[src/rtl/clk_div_monitor.sv]
// Monitors a divided clock derived from clk: measures its period and high time,
// declares lock after a run of periods equal to N, and flags bad periods or a stuck input.
module clk_div_monitor #(
  parameter int N        = 7,
  parameter int LOCK_CNT = 4,
  parameter int W        = 8
) (
  input  logic         clk,
  input  logic         rst,
  input  logic         en,
  input  logic         div_in,
  input  logic         clr_err,
  output logic [W-1:0] period,
  output logic [W-1:0] high_time,
  output logic         meas_valid,
  output logic         locked,
  output logic         err
);

  localparam int             GW       = $clog2(LOCK_CNT + 1);
  localparam logic [W-1:0]   CNT_MAX  = {W{1'b1}};
  localparam logic [W-1:0]   N_VAL    = W'(N);
  localparam logic [W-1:0]   TIMEOUT  = W'(2 * N);
  localparam logic [GW-1:0]  GOOD_MAX = GW'(LOCK_CNT);

  typedef enum logic [1:0] {
    IDLE    = 2'd0,
    MEASURE = 2'd1,
    LOCKED  = 2'd2
  } state_t;

  state_t        state_q, state_d;
  logic          d1, d2;
  logic          rise;
  logic [W-1:0]  cnt_q, cnt_d;
  logic [W-1:0]  hcnt_q, hcnt_d;
  logic [GW-1:0] good_q, good_d;
  logic          meas_evt;
  logic          err_evt;

  assign rise   = d1 & ~d2;
  assign locked = (state_q == LOCKED);

  // Next-state and event decode. A rise always takes precedence over the timeout.
  always_comb begin
    // NOTE: every signal written here gets a default first so no latch is inferred.
    state_d  = state_q;
    good_d   = good_q;
    meas_evt = 1'b0;
    err_evt  = 1'b0;
    if (!en) begin
      state_d = IDLE;
      good_d  = '0;
    end else begin
      unique case (state_q)
        IDLE: begin
          if (rise) state_d = MEASURE;
        end
        MEASURE, LOCKED: begin
          if (rise) begin
            meas_evt = 1'b1;
            if (cnt_q == N_VAL) begin
              if (good_q >= GOOD_MAX - GW'(1)) begin
                good_d  = GOOD_MAX;
                state_d = LOCKED;
              end else begin
                good_d = good_q + GW'(1);
              end
            end else begin
              err_evt = 1'b1;
              good_d  = '0;
              state_d = MEASURE;
            end
          end else if (cnt_q == TIMEOUT) begin
            err_evt = 1'b1;
            good_d  = '0;
            state_d = IDLE;
          end
        end
        default: begin
          state_d = IDLE;
          good_d  = '0;
        end
      endcase
    end
  end

  // Counters sit at zero whenever the monitor is (or is about to be) idle.
  always_comb begin
    cnt_d  = cnt_q;
    hcnt_d = hcnt_q;
    if (state_d == IDLE) begin
      cnt_d  = '0;
      hcnt_d = '0;
    end else if (rise) begin
      cnt_d  = W'(1);
      hcnt_d = W'(1);
    end else begin
      if (cnt_q != CNT_MAX)           cnt_d  = cnt_q + W'(1);
      if (d1 && (hcnt_q != CNT_MAX))  hcnt_d = hcnt_q + W'(1);
    end
  end

  always_ff @(posedge clk or posedge rst) begin
    if (rst) begin
      state_q    <= IDLE;
      d1         <= 1'b0;
      d2         <= 1'b0;
      cnt_q      <= '0;
      hcnt_q     <= '0;
      good_q     <= '0;
      period     <= '0;
      high_time  <= '0;
      meas_valid <= 1'b0;
      err        <= 1'b0;
    end else begin
      // NOTE: non-blocking assignments so every register samples pre-edge values.
      state_q    <= state_d;
      d1         <= div_in;
      d2         <= d1;
      cnt_q      <= cnt_d;
      hcnt_q     <= hcnt_d;
      good_q     <= good_d;
      meas_valid <= meas_evt;
      err        <= err_evt | (err & ~clr_err);
      if (meas_evt) begin
        period    <= cnt_q;
        high_time <= hcnt_q;
      end
    end
  end

endmodule

[config.mk]
export PLATFORM = sky130hd
export DESIGN_NAME = clk_div_monitor
export DESIGN_NICKNAME = d
export VERILOG_FILES = /design/src/rtl/clk_div_monitor.sv
export SDC_FILE = /design/constraint.sdc
export NUM_CORES = 1
export LEC_CHECK = 0
export BUFFER_PORTS_ARGS = -buffer_cell sky130_fd_sc_hd__buf_2
export CORE_AREA = 2 2 76 78
export CTS_BUF_LIST = sky130_fd_sc_hd__clkbuf_4 sky130_fd_sc_hd__clkbuf_8
export DETAILED_ROUTE_END_ITERATION = 7
export DIE_AREA = 0 0 78 80
export PLACE_DENSITY = 0.6
export SLEW_MARGIN = 20
export SYNTH_ARGS = -nofsm -noshare
export SYNTH_HDL_FRONTEND = slang
export SYNTH_SLANG_ARGS = --single-unit
export TNS_END_PERCENT = 5
[constraint.sdc]
create_clock -name clk -period 1.91 [get_ports clk]
set_clock_uncertainty 0.15 [all_clocks]
set_input_delay 0.2865 -clock clk [delete_from_list [all_inputs] [get_ports clk]]
set_output_delay 0.2865 -clock clk [all_outputs]
set_load 0.02 [all_outputs]
==> flow_summary.toml <==
[run_status]
status = "complete, but fails checks"
violations = "negative setup slack"

[route]
drtPass1Iterations = 4
num_vias = 1748
wl_per_cell_um = 13.0
postRouteWirelength_mm = 4.62
vias_per_cell = 4.92
ant_nets = 0
drt_iter0_drc = 91
drcViolationCount = 0

[clocking]
h-tree-depth = 2
clock-sinks = 41
numCtsBuffers = 5
cts_root_buf = "clkbuf_8"
cts_tree = "built"
cts_buffer_depth = 2
clock_latency_ns = 0.30
path_clk_slew_ns = 0.09

[timing]
worst_pin_slew_ns = 0.521
finalSetupViolCount = 19
fmax_mhz = 462
layout_setup_ws_ns = -0.256
rsz0062_at_grt = "yes"
post-route-period-util_pct = 113
maxSlewHeadroom_pct = 65.3
fin_tns_setup_ns = -3.46
hold_violations = 0
drv_slew = 0
holdWs_ns = 0.0139
min_period_ns = 2.17

[die]
initial_core_util_pct = 38.6
io_pins = 24
dieArea_sq_mm = 0.00624
die_h_um = 80
core_area_sq_mm = 0.00541
core.rowCount = 27
die_w_um = 78

[synthesis]
synth_edf_count = 0
yosys_warnings = 0
yosysMostFrequentCell = "nand2_1"
ys_top_cells_by_count = "nand2_1, dfrtp_1"
synth_cell_type_count = 43
syn_area_per_cell_sq_um = 9.75
ys_ff_latch = 41
synth_area_sq_mm = 0.00209
syn_nets = 227
yosys.area.top_type_share_pct = 49.2
yosys.area.top_type = "dfrtp_1"
postSynth.asyncResetShare_pct = 100
syn_inst = 214
ys.flop_type = "dfrtp_1"
synth.area.top_cells = "dfrtp_1, nand2_1, ha_1"
ys_seq_area_share_pct = 49.2

[finish]
fillers = 505
areaGrowthSynthToFinish_pct = 33.8
insertedDiodeCount = 0
post-route-util_pct = 51.6
fin_nets = 295
drive_gt1_share_pct = 37.5

[placement]
pre_cts_ws_ns = -0.379
io_buffers = 23
gp_congestion = 0.788
dp_hpwl_mm = 3.24

[pwr]
p_comb_share_pct = 10.5
clkPwrFrac_pct = 39.6
p_sw_w = 0.000452
intPower_w = 0.00136
switching_share_pct = 25.0
p_leak_nw = 1.35
share_seq_of_total_power_pct = 49.9
vdd_drop_max_uv = 330
power_density_mw_per_mm2 = 648

[worst_setup_path]
arrival_ns = 2.20
startpoint_type = "register"
critPathRequiredTime_ns = 1.94
critPathKind = "reg2reg"
endpoint_kind = "register"
crit_path_max_fanout = 16

[global_routing]
grt_pass1_wl_mm = 7.90
grt_max_degree = 42
grt-ovfl-total = 0
grtUsageTotal_pct = 16.2
antenna_found_initial = 0
grt_pass1_vias = 1684

[job]
cap_violations = 0

[min_path]
hp-class = "in2reg"
-- layout make-up --
type	count	area (sq um)	share of cell area, %
inverter	10	37.5	1.34
sequential	41	1030	36.8
timing repair buffer	66	455	16.3
multi-input combinational	158	1070	38.2
clock inverter	3	46.3	1.66
tap	72	90.1	3.23
clock buffer	5	68.8	2.47
-- stage by stage --
stage          cells  power, W  area, sq um
2_1_floorplan    214   0.00103         2090
3_3_place_gp     341   0.00110         2550
3_5_place_dp     341   0.00110         2550
4_1_cts          354   0.00184         2740
5_1_grt          355   0.00189         2790
6_report         355   0.00181         2790
-- placed cells by master, fill, tap and decap left out, types with 4 or more instances in the layout --
master	synthesis	routed
nand2_1	56	55
dfrtp_1	41	41
buf_4	0	40
buf_2	0	23
nor3_2	9	10
inv_1	9	9
nor2_1	9	9
nand3_1	9	8
o21ai_0	8	8
a21oi_1	6	6
ha_1	8	6
nor3_1	6	5
clkbuf_8	0	5
nand4_1	4	4
xnor2_1	4	4
-- state kept, by name, indices dropped and copies added, names as in the netlist --
name	count
hcnt_q	8
period	8
d1	1
err	1
cnt_q	8
meas_valid	1
d2	1
good_q	3
high_time	8
state_q	2
-- cells by family after synthesis --
logic type                 count (synthesis)  share of synthesized area (%)
and+or+nand+nor                          113                           28.4
DFF                                       41                           49.2
AOI/OAI and AO/OA                         28                           9.83
buffers and inverters                     15                           3.66
adders and majority gates                  8                           4.80
xor gates and xnor gates                   5                           2.10
muxes                                      4                           2.04
-- routing by layer --
metal / global-route usage [%] / vias to the layer above / share of wire (%)
met2: 26.6 / 34 / 47
met4: 6.84 / 0 / 1.9
li1: - / 876 / -
met3: 3.51 / 5 / 3.2
met5: 0 / - / 0
met1: 20.8 / 833 / 48
-- critical path: stages (launching register included) --
cell       delay, ns
dfrtp_1         0.36
inv_1           0.06
ha_1            0.30
and3b_2         0.23
a41oi_2         0.13
a311oi_4        0.31
a31oi_4         0.07
buf_12          0.18
a2111oi_1       0.25
-- repair_timing --
action                                  CTS  global route
endpoints found under the setup margin   19            19
setup buffers                             3             1
pin swaps                                 8             1
hold buffers                              2             0
resized for setup                        10             7
endpoints found under the hold margin    42             0
-- final timing paths --
path | from | slack [ns] | to | cells after the start
max in group asynchronous | rst | 0.75 | period[3]$_DFFE_PP0P_ | 4
setup / recovery | state_q[0]$_DFF_PP0_ | -0.26 | hcnt_q[6]$_DFFE_PP0P_ | 8
hold / removal | clr_err | 0.01 | err$_DFF_PP0_ | 2
min in group asynchronous | rst | 0.50 | good_q[2]$_DFFE_PP0P_ | 4
setup reg to reg | state_q[0]$_DFF_PP0_ | -0.26 | hcnt_q[6]$_DFFE_PP0P_ | 8
hold reg to reg | period[2]$_DFFE_PP0P_ | 0.32 | period[2]$_DFFE_PP0P_ | 2
-- power by group through the flow --
stage	clock [W]	sequential (W)	combinational [W]
6_report	0.000716	0.000903	0.000190
5_1_grt	0.000781	0.000906	0.000208
2_1_floorplan	0	0.000941	0.0000841
3_3_place_gp	0	0.000920	0.000178
3_5_place_dp	0	0.000921	0.000179
4_1_cts	0.000746	0.000903	0.000189
Power figures use the tool's default switching activity.
